`config.mk`:
```
export PLATFORM = sky130hd
export DESIGN_NAME = delta_sigma_decoder
export DESIGN_NICKNAME = d
export VERILOG_FILES = /design/src/rtl/delta_sigma_decoder_pkg.sv /design/src/rtl/bit_synchronizer.sv /design/src/rtl/delta_sigma_decoder.sv
export SDC_FILE = /design/constraint.sdc
export NUM_CORES = 1
export LEC_CHECK = 0
export ABC_CLOCK_PERIOD_IN_PS = 4500
export CORE_UTILIZATION = 45
export DETAILED_ROUTE_END_ITERATION = 8
export PLACE_DENSITY = 0.65
export SETUP_SLACK_MARGIN = 0.2
export SYNTH_ARGS = -nofsm -noshare
export SYNTH_HDL_FRONTEND = slang
export SYNTH_SLANG_ARGS = --single-unit
```
`constraint.sdc`:
```
create_clock -name clk -period 4.5 [get_ports clk]
set_clock_uncertainty 0.15 [all_clocks]
set_input_delay 0.675 -clock clk [delete_from_list [all_inputs] [get_ports clk]]
set_output_delay 0.675 -clock clk [all_outputs]
set_load 0.02 [all_outputs]
```
`src/rtl/delta_sigma_decoder_pkg.sv`:
```
// Shared delta-sigma definitions: FSM state encodings used by the decoder and the DAC.
package delta_sigma_decoder_pkg;

  typedef enum logic {
    FLUSH = 1'b0,
    ACCUM = 1'b1
  } ds_state_e;

endpackage

```
`src/rtl/bit_synchronizer.sv`:
```
// Multi-flop synchronizer for a single asynchronous bit; all stages clear on reset.
module bit_synchronizer #(
  parameter int SYNC_STAGES = 2
) (
  input  logic clk,
  input  logic rst,
  input  logic d,
  output logic q
);

  logic [SYNC_STAGES-1:0] sync_q;
  logic [SYNC_STAGES-1:0] sync_d;

  always_comb begin
    sync_d = {sync_q[SYNC_STAGES-2:0], d};
  end

  always_ff @(posedge clk) begin
    if (rst) begin
      sync_q <= '0;
    end else begin
      sync_q <= sync_d;
    end
  end

  assign q = sync_q[SYNC_STAGES-1];

endmodule

```
`src/rtl/delta_sigma_decoder.sv`:
```
// Delta-sigma bitstream decoder: counts ones over 2^WIDTH-cycle windows after a
// synchronizer flush and strobes the saturated count out once per window.
module delta_sigma_decoder
  import delta_sigma_decoder_pkg::*;
#(
  parameter int WIDTH       = 10,
  parameter int SYNC_STAGES = 2
) (
  input  logic             clk,
  input  logic             rst,
  input  logic             en,
  input  logic             clr,
  input  logic             DS_in,
  output logic [WIDTH-1:0] ADC_out,
  output logic             ADC_valid
);

  localparam int                 FLUSH_W    = $clog2(SYNC_STAGES + 1);
  localparam logic [FLUSH_W-1:0] FLUSH_LAST = FLUSH_W'(SYNC_STAGES - 1);
  localparam logic [WIDTH-1:0]   WIN_LAST   = '1;

  logic ds_s;

  ds_state_e          state_q, state_d;
  logic [FLUSH_W-1:0] flush_cnt_q, flush_cnt_d;
  logic [WIDTH-1:0]   win_cnt_q, win_cnt_d;
  logic [WIDTH:0]     acc_q, acc_d;
  logic [WIDTH:0]     acc_sum;
  logic [WIDTH-1:0]   adc_out_q, adc_out_d;
  logic               adc_valid_q, adc_valid_d;

  // A full window of ones reaches exactly 2^WIDTH, the only value with the top bit set.
  function automatic logic [WIDTH-1:0] sat_window(input logic [WIDTH:0] v);
    if (v[WIDTH]) begin
      return '1;
    end
    return v[WIDTH-1:0];
  endfunction

  bit_synchronizer #(
    .SYNC_STAGES(SYNC_STAGES)
  ) u_sync (
    .clk(clk),
    .rst(rst),
    .d  (DS_in),
    .q  (ds_s)
  );

  assign acc_sum = acc_q + {{WIDTH{1'b0}}, ds_s};

  always_comb begin
    state_d     = state_q;
    flush_cnt_d = flush_cnt_q;
    win_cnt_d   = win_cnt_q;
    acc_d       = acc_q;
    adc_out_d   = adc_out_q;
    adc_valid_d = 1'b0;
    case (state_q)
      FLUSH: begin
        win_cnt_d = '0;
        acc_d     = '0;
        if (flush_cnt_q == FLUSH_LAST) begin
          flush_cnt_d = '0;
          state_d     = ACCUM;
        end else begin
          flush_cnt_d = flush_cnt_q + 1'b1;
        end
      end
      ACCUM: begin
        // clr outranks a completing window so a restart never emits a partial result.
        if (clr) begin
          win_cnt_d = '0;
          acc_d     = '0;
        end else if (en) begin
          if (win_cnt_q == WIN_LAST) begin
            adc_out_d   = sat_window(acc_sum);
            adc_valid_d = 1'b1;
            acc_d       = '0;
            win_cnt_d   = '0;
          end else begin
            acc_d     = acc_sum;
            win_cnt_d = win_cnt_q + 1'b1;
          end
        end
      end
    endcase
  end

  always_ff @(posedge clk) begin
    if (rst) begin
      state_q     <= FLUSH;
      flush_cnt_q <= '0;
      win_cnt_q   <= '0;
      acc_q       <= '0;
      adc_out_q   <= '0;
      adc_valid_q <= 1'b0;
    end else begin
      state_q     <= state_d;
      flush_cnt_q <= flush_cnt_d;
      win_cnt_q   <= win_cnt_d;
      acc_q       <= acc_d;
      adc_out_q   <= adc_out_d;
      adc_valid_q <= adc_valid_d;
    end
  end

  assign ADC_out   = adc_out_q;
  assign ADC_valid = adc_valid_q;

endmodule
```
# Yosys cells after proc, flatten, opt, wreduce, memory -nomap -nowiden
# Cells that the tools add are included.
word_totals:
  reg_bits: 37
  inputBits: 5
  output_inout_bits: 11
  wordCells: 37
classes:
  add_sub_neg: 3
  eq_ne: 3
  muxes: 19
  n_bitwise: 3
  n_reduce_logical: 2
ops:
  columns: ["cell", "count"]
  rows:
  - ["10-bit 2-to-1 mux", 5]
  - ["11-bit 2-to-1 mux", 3]
  - ["11-bit case mux with 2 select lines", 1]
  - ["10-bit case mux with 2 select lines", 1]
  - ["11-bit by 1-bit adder with 11-bit output", 1]
  - ["10-bit by 1-bit adder with 10-bit output (second input constant)", 1]
  - ["10-bit == test (second input constant)", 1]
  - ["1-bit 2-to-1 mux", 8]
  - ["4-bit AND reduction", 1]
  - ["4-bit OR reduction", 1]
  - ["3-bit != test (second input constant)", 1]
  - ["1-bit NOT", 3]
  - ["2-bit by 1-bit adder with 2-bit output (second input constant)", 1]
  - ["2-bit by 1-bit == test with 1-bit output (second input constant)", 1]
  - ["2-bit 2-to-1 mux", 1]

# Longest topological paths before layout
logic_depth:
  ltp_word: 7
  depth_mapped: 7
  ltp_nobuf: 6

# Hierarchy
# A second synthesis with hierarchy kept.
hier_totals:
  hier_cells: 187
  area_unflattened_um2: 1664.1
modules_own_cells:
  columns: ["mod", "instances", "cells_each", "area_each_um2", "seq_area_each_um2"]
  rows:
  - ["delta_sigma_decoder", 1, 183, 1611.5, 700.7]
  - ["bit_synchronizer", 1, 4, 52.6, 40.0]

# Worst setup path before layout
# Ideal clock, no wire load.
synth_path:
  path_kind: "register to register"
  start: "register acc_q[0]"
  end: "register adc_out_q[2] (netlist: ADC_out[2])"
  arrival_ns: 1.887
  setup_slack_ns: 2.375
  stages_incl_launch_ff: 8
  n_path_buf: 1
  synth_period_minus_slack_ns: 2.125
  path_cell_list: "dfxtp_1 ha_1 ha_1 nand3_4 or4_1 and3_1 buf_6 a311oi_2"
synth_between:
  elab_chain_cells: 7
synth_lines:
  columns: ["element", "line_no", "rtl"]
  rows:
  - ["start: declaration", "delta_sigma_decoder.sv:27", "logic [WIDTH:0] acc_q, acc_d;"]
  - ["start signal: assignment", "delta_sigma_decoder.sv:94", "acc_q <= '0;"]
  - ["start signal: assignment", "delta_sigma_decoder.sv:101", "acc_q <= acc_d;"]
  - ["11-bit by 1-bit adder with 11-bit output (*)", "delta_sigma_decoder.sv:49", "assign acc_sum = acc_q + {{WIDTH{1'b0}}, ds_s};"]
  - ["1-bit 2-to-1 mux", "delta_sigma_decoder.sv:34", "if (v[WIDTH]) begin"]
  - ["1-bit 2-to-1 mux", "delta_sigma_decoder.sv:75", "if (win_cnt_q == WIN_LAST) begin"]
  - ["1-bit 2-to-1 mux", "delta_sigma_decoder.sv:74", "end else if (en) begin"]
  - ["1-bit 2-to-1 mux", "delta_sigma_decoder.sv:71", "if (clr) begin"]
  - ["1-bit 2-to-1 mux", "delta_sigma_decoder.sv:58", "case (state_q)"]
  - ["10-bit 2-to-1 mux (*)", "delta_sigma_decoder.sv:37", "return v[WIDTH-1:0];"]
  - ["end signal: assignment", "delta_sigma_decoder.sv:102", "adc_out_q <= adc_out_d;"]
  - ["end: declaration", "delta_sigma_decoder.sv:29", "logic [WIDTH-1:0] adc_out_q, adc_out_d;"]
# Every way passes the cells marked *; elsewhere a longest branch is shown, timed or not. The select of a mux whose other input is x is not followed.
# A chain may end at the register's enable or synchronous reset.

# Final worst setup path
layout_path:
  start: "input port en"
  end: "register acc_q[3]"
layout_between:
  elab_chain_cells: 1
layout_lines:
  columns: ["element", "line_no", "rtl"]
  rows:
  - ["start: declaration", "delta_sigma_decoder.sv:11", "input logic en,"]
  - ["3-bit != test (no line)", null, null]
# No other way between the ends.

==> flow_metrics.py <==
metrics = {
    "floorplanning": {
        "die_x_um": 62.5,
        "num_rows": 21,
        "core_area_sq_mm": 0.00342,
        "die_h_um": 62.5,
        "dieArea_sq_mm": 0.00391,
        "initial_core_util": 0.482,
        "io_pins": 16,
    },
    "setup_path": {
        "worstReg2RegStart": "win_cnt_q[0]",
        "crit_type": "in -> reg",
        "slowest_delay_ps": 910,
        "cp.depth": 5,
        "path_delay_family": "compound AO/OA/AOI/OAI gates",
        "arrival_ps": 2820,
        "cp.required_ps": 4610,
        "worst_setup_path_end_kind": "register",
        "reg2reg_slack_ps": 2120,
        "crit_chain": "clkdlybuf4s50_1 -> nand3b_1 -> a311oi_2 -> a41oi_1 -> a31oi_1",
        "startpoint": "en",
        "path_buf_inv": 1,
        "r2r_end": "acc_q[3]",
        "cp-endpoint": "acc_q[3]",
        "critPathSlowestCell": "a311oi_2",
        "reg2regPathDepth": 5,
        "path_max_fanout": 15,
        "cp-start-kind": "primary input",
    },
    "routing": {
        "dr.pass1.iters": 6,
        "drt_iter0_drc": 86,
        "avgViaCountPerCell": 5.53,
        "drt-total-wl_um": 3450,
        "antenna_left": 0,
        "vias": 1366,
        "drc": 0,
        "post_drt_wl_per_cell_um": 14.0,
    },
    "timing": {
        "fin_setup_tns_ps": 0,
        "finalCritPeriodShare": 0.603,
        "slew_headroom": 0.307,
        "tightest_slew_ps": 1040,
        "setup_viol": 0,
        "hold_viol_final": 0,
        "rsz0062_at_grt": "false",
        "hold_ws_ps": 305,
        "fmax_ghz": 0.368,
        "slew_violations": 0,
        "period_needed_ps": 2710,
    },
    "place": {
        "dp_hpwl_um": 2420,
        "place.gp.congestion": 0.757,
        "port_buffers": 15,
    },
    "power": {
        "ir_worst_vdd_v": 0.000229,
        "power_w": 0.000532,
        "p_leak_nw": 0.594,
        "power.density_mw_per_mm2": 284,
    },
    "synth": {
        "synth_top_area_frac": 0.450,
        "netlist_instances": 187,
        "synth.distinct_cells": 36,
        "ys_warn_count": 0,
        "synth_area_sq_mm": 0.00165,
        "synthTopCellsByArea": "dfxtp_1 (45%), nor2_1 (5.2%), a211oi_1 (4.1%), xor2_1 (3.7%), nand2_1 (3.4%)",
        "syn_nets": 195,
        "syn_avg_cell_area_sq_um": 8.81,
        "seq_area_frac_synth": 0.450,
        "synth_top_cell_by_area": "dfxtp_1",
        "ys_ff_latch": 37,
    },
    "global_routing": {
        "grt_pass1_vias": 1287,
        "grt_pass1_wl_um": 5800,
        "grt-ovfl-total": 0,
        "grt_max_degree": 27,
        "track_usage": 0.192,
        "antenna_found_initial": 0,
    },
    "final_layout": {
        "final_common_cell": "dfxtp_1",
        "diodes": 0,
        "layout_common_cells": "dfxtp_1 (37), nor2_1 (23), nand2_1 (15), clkdlybuf4s50_1 (15), a21oi_1 (11)",
        "drive_gt1_frac": 0.0547,
        "area_delta_synth_final_pct": 13.8,
        "nets": 209,
    },
    "clocking": {
        "htreeDepth": 2,
        "post_cts_buffers": 0,
        "ctsHoldBuffers": 0,
        "cts_resized": 0,
        "cts.path.max_buffers": 2,
        "clock-sinks": 37,
        "path_clk_slew_ps": 90,
        "cts_tree": "built",
        "insertion_delay_ps": 350,
        "cts_root_buf": "clkbuf_4",
        "cts_buffers": 5,
    },
    "run": {
        "maxCapViolCount": 0,
    },
    "run_status": {
        "status": "completed",
    },
    "hold_path": {
        "hp-class": "reg -> reg",
    },
}
-- kinds of logic (layout without fill, tap and decap cells) --
family                     count (synthesis)  in the layout  synth area share
and+or+nand+nor                           77             77             0.244
AOI/OAI and AO/OA                         43             43             0.176
DFF                                       37             37             0.450
buffers and inverters                     14             28            0.0372
xor gates and xnor gates                  11             11            0.0585
adders and majority gates                  3              3            0.0228
muxes                                      2              2            0.0122
-- layout make-up --
type	count	area (sq um)
timing repair buffer	16	158
tap	46	57.6
sequential	37	741
multi-input combinational	136	845
clock buffer	7	55.1
inverter	5	18.8
fill	324	1540
-- flip-flops by register name, indices dropped and copies added, names as in the netlist --
name           cells
ADC_out           10
u_sync.sync_q      2
ADC_valid          1
flush_cnt_q        2
acc_q             11
state_q            1
win_cnt_q         10
-- routing by layer --
metal | global-route usage | wire [um]
met2 | 0.291 | 1580
met5 | 0 | 0
met3 | 0.0401 | 117
met4 | 0.125 | 40
met1 | 0.244 | 1720
-- power by group --
group,internal (W),switching [W]
Sequential,0.000331,0.00000284
Combinational,0.00000912,0.0000123
Clock,0.0000738,0.000103
-- Yosys cell counts --
| cell type | instances |
|---|---|
| nor3_1 | 6 |
| clkbuf_1 | 7 |
| a21oi_1 | 11 |
| nor2b_1 | 6 |
| a32oi_1 | 1 |
| xnor2_1 | 4 |
| inv_1 | 5 |
| ha_1 | 3 |
| nand4_1 | 5 |
| or3b_2 | 1 |
| a41oi_1 | 1 |
| and4b_1 | 1 |
| nor4_1 | 1 |
| dfxtp_1 | 37 |
| nor3b_1 | 1 |
| a31oi_1 | 7 |
| a311oi_2 | 2 |
| and3_1 | 5 |
| nor2_1 | 23 |
| mux2i_1 | 2 |
| nand3b_1 | 2 |
| nand2_1 | 15 |
| buf_6 | 1 |
| or4_1 | 1 |
| xor2_1 | 7 |
| nand3_4 | 1 |
| nand2b_1 | 4 |
| or2b_1 | 1 |
| buf_2 | 1 |
| a22oi_1 | 3 |
| and4_1 | 1 |
| o21ai_0 | 6 |
| nand3_1 | 3 |
| a211oi_1 | 9 |
| o21a_1 | 2 |
| o31ai_1 | 1 |
-- worst reg2reg max path, cell delays in order, from the launching register on --
cell and delay (ps):
dfxtp_1 360, ha_1 220, and3_1 270, a311oi_2 870
a41oi_1 230, a31oi_1 210
-- through the flow --
stage,instance area (sq um),cells,utilization,setup WS (ps)
global placement,1820,240,0.533,1550
CTS,1870,247,0.549,1830
finish,1870,247,0.549,1790
floorplan,1650,187,-,2370
detailed placement,1820,240,0.533,1500
global route,1870,247,0.549,1610
-- worst min-delay path by stage --
stage                                start          endpoint  slack (ps)  cells after the start
after global routing      u_sync.sync_q[0]  u_sync.sync_q[1]         310                      1
final                     u_sync.sync_q[0]  u_sync.sync_q[1]         310                      1
after detailed placement  u_sync.sync_q[0]  u_sync.sync_q[1]         290                      1
after CTS                 u_sync.sync_q[0]  u_sync.sync_q[1]         310                      1
after global placement    u_sync.sync_q[0]  u_sync.sync_q[1]         270                      1
after floorplan           u_sync.sync_q[0]  u_sync.sync_q[1]         260                      1
No activity file was read; power rests on OpenSTA's default activity.
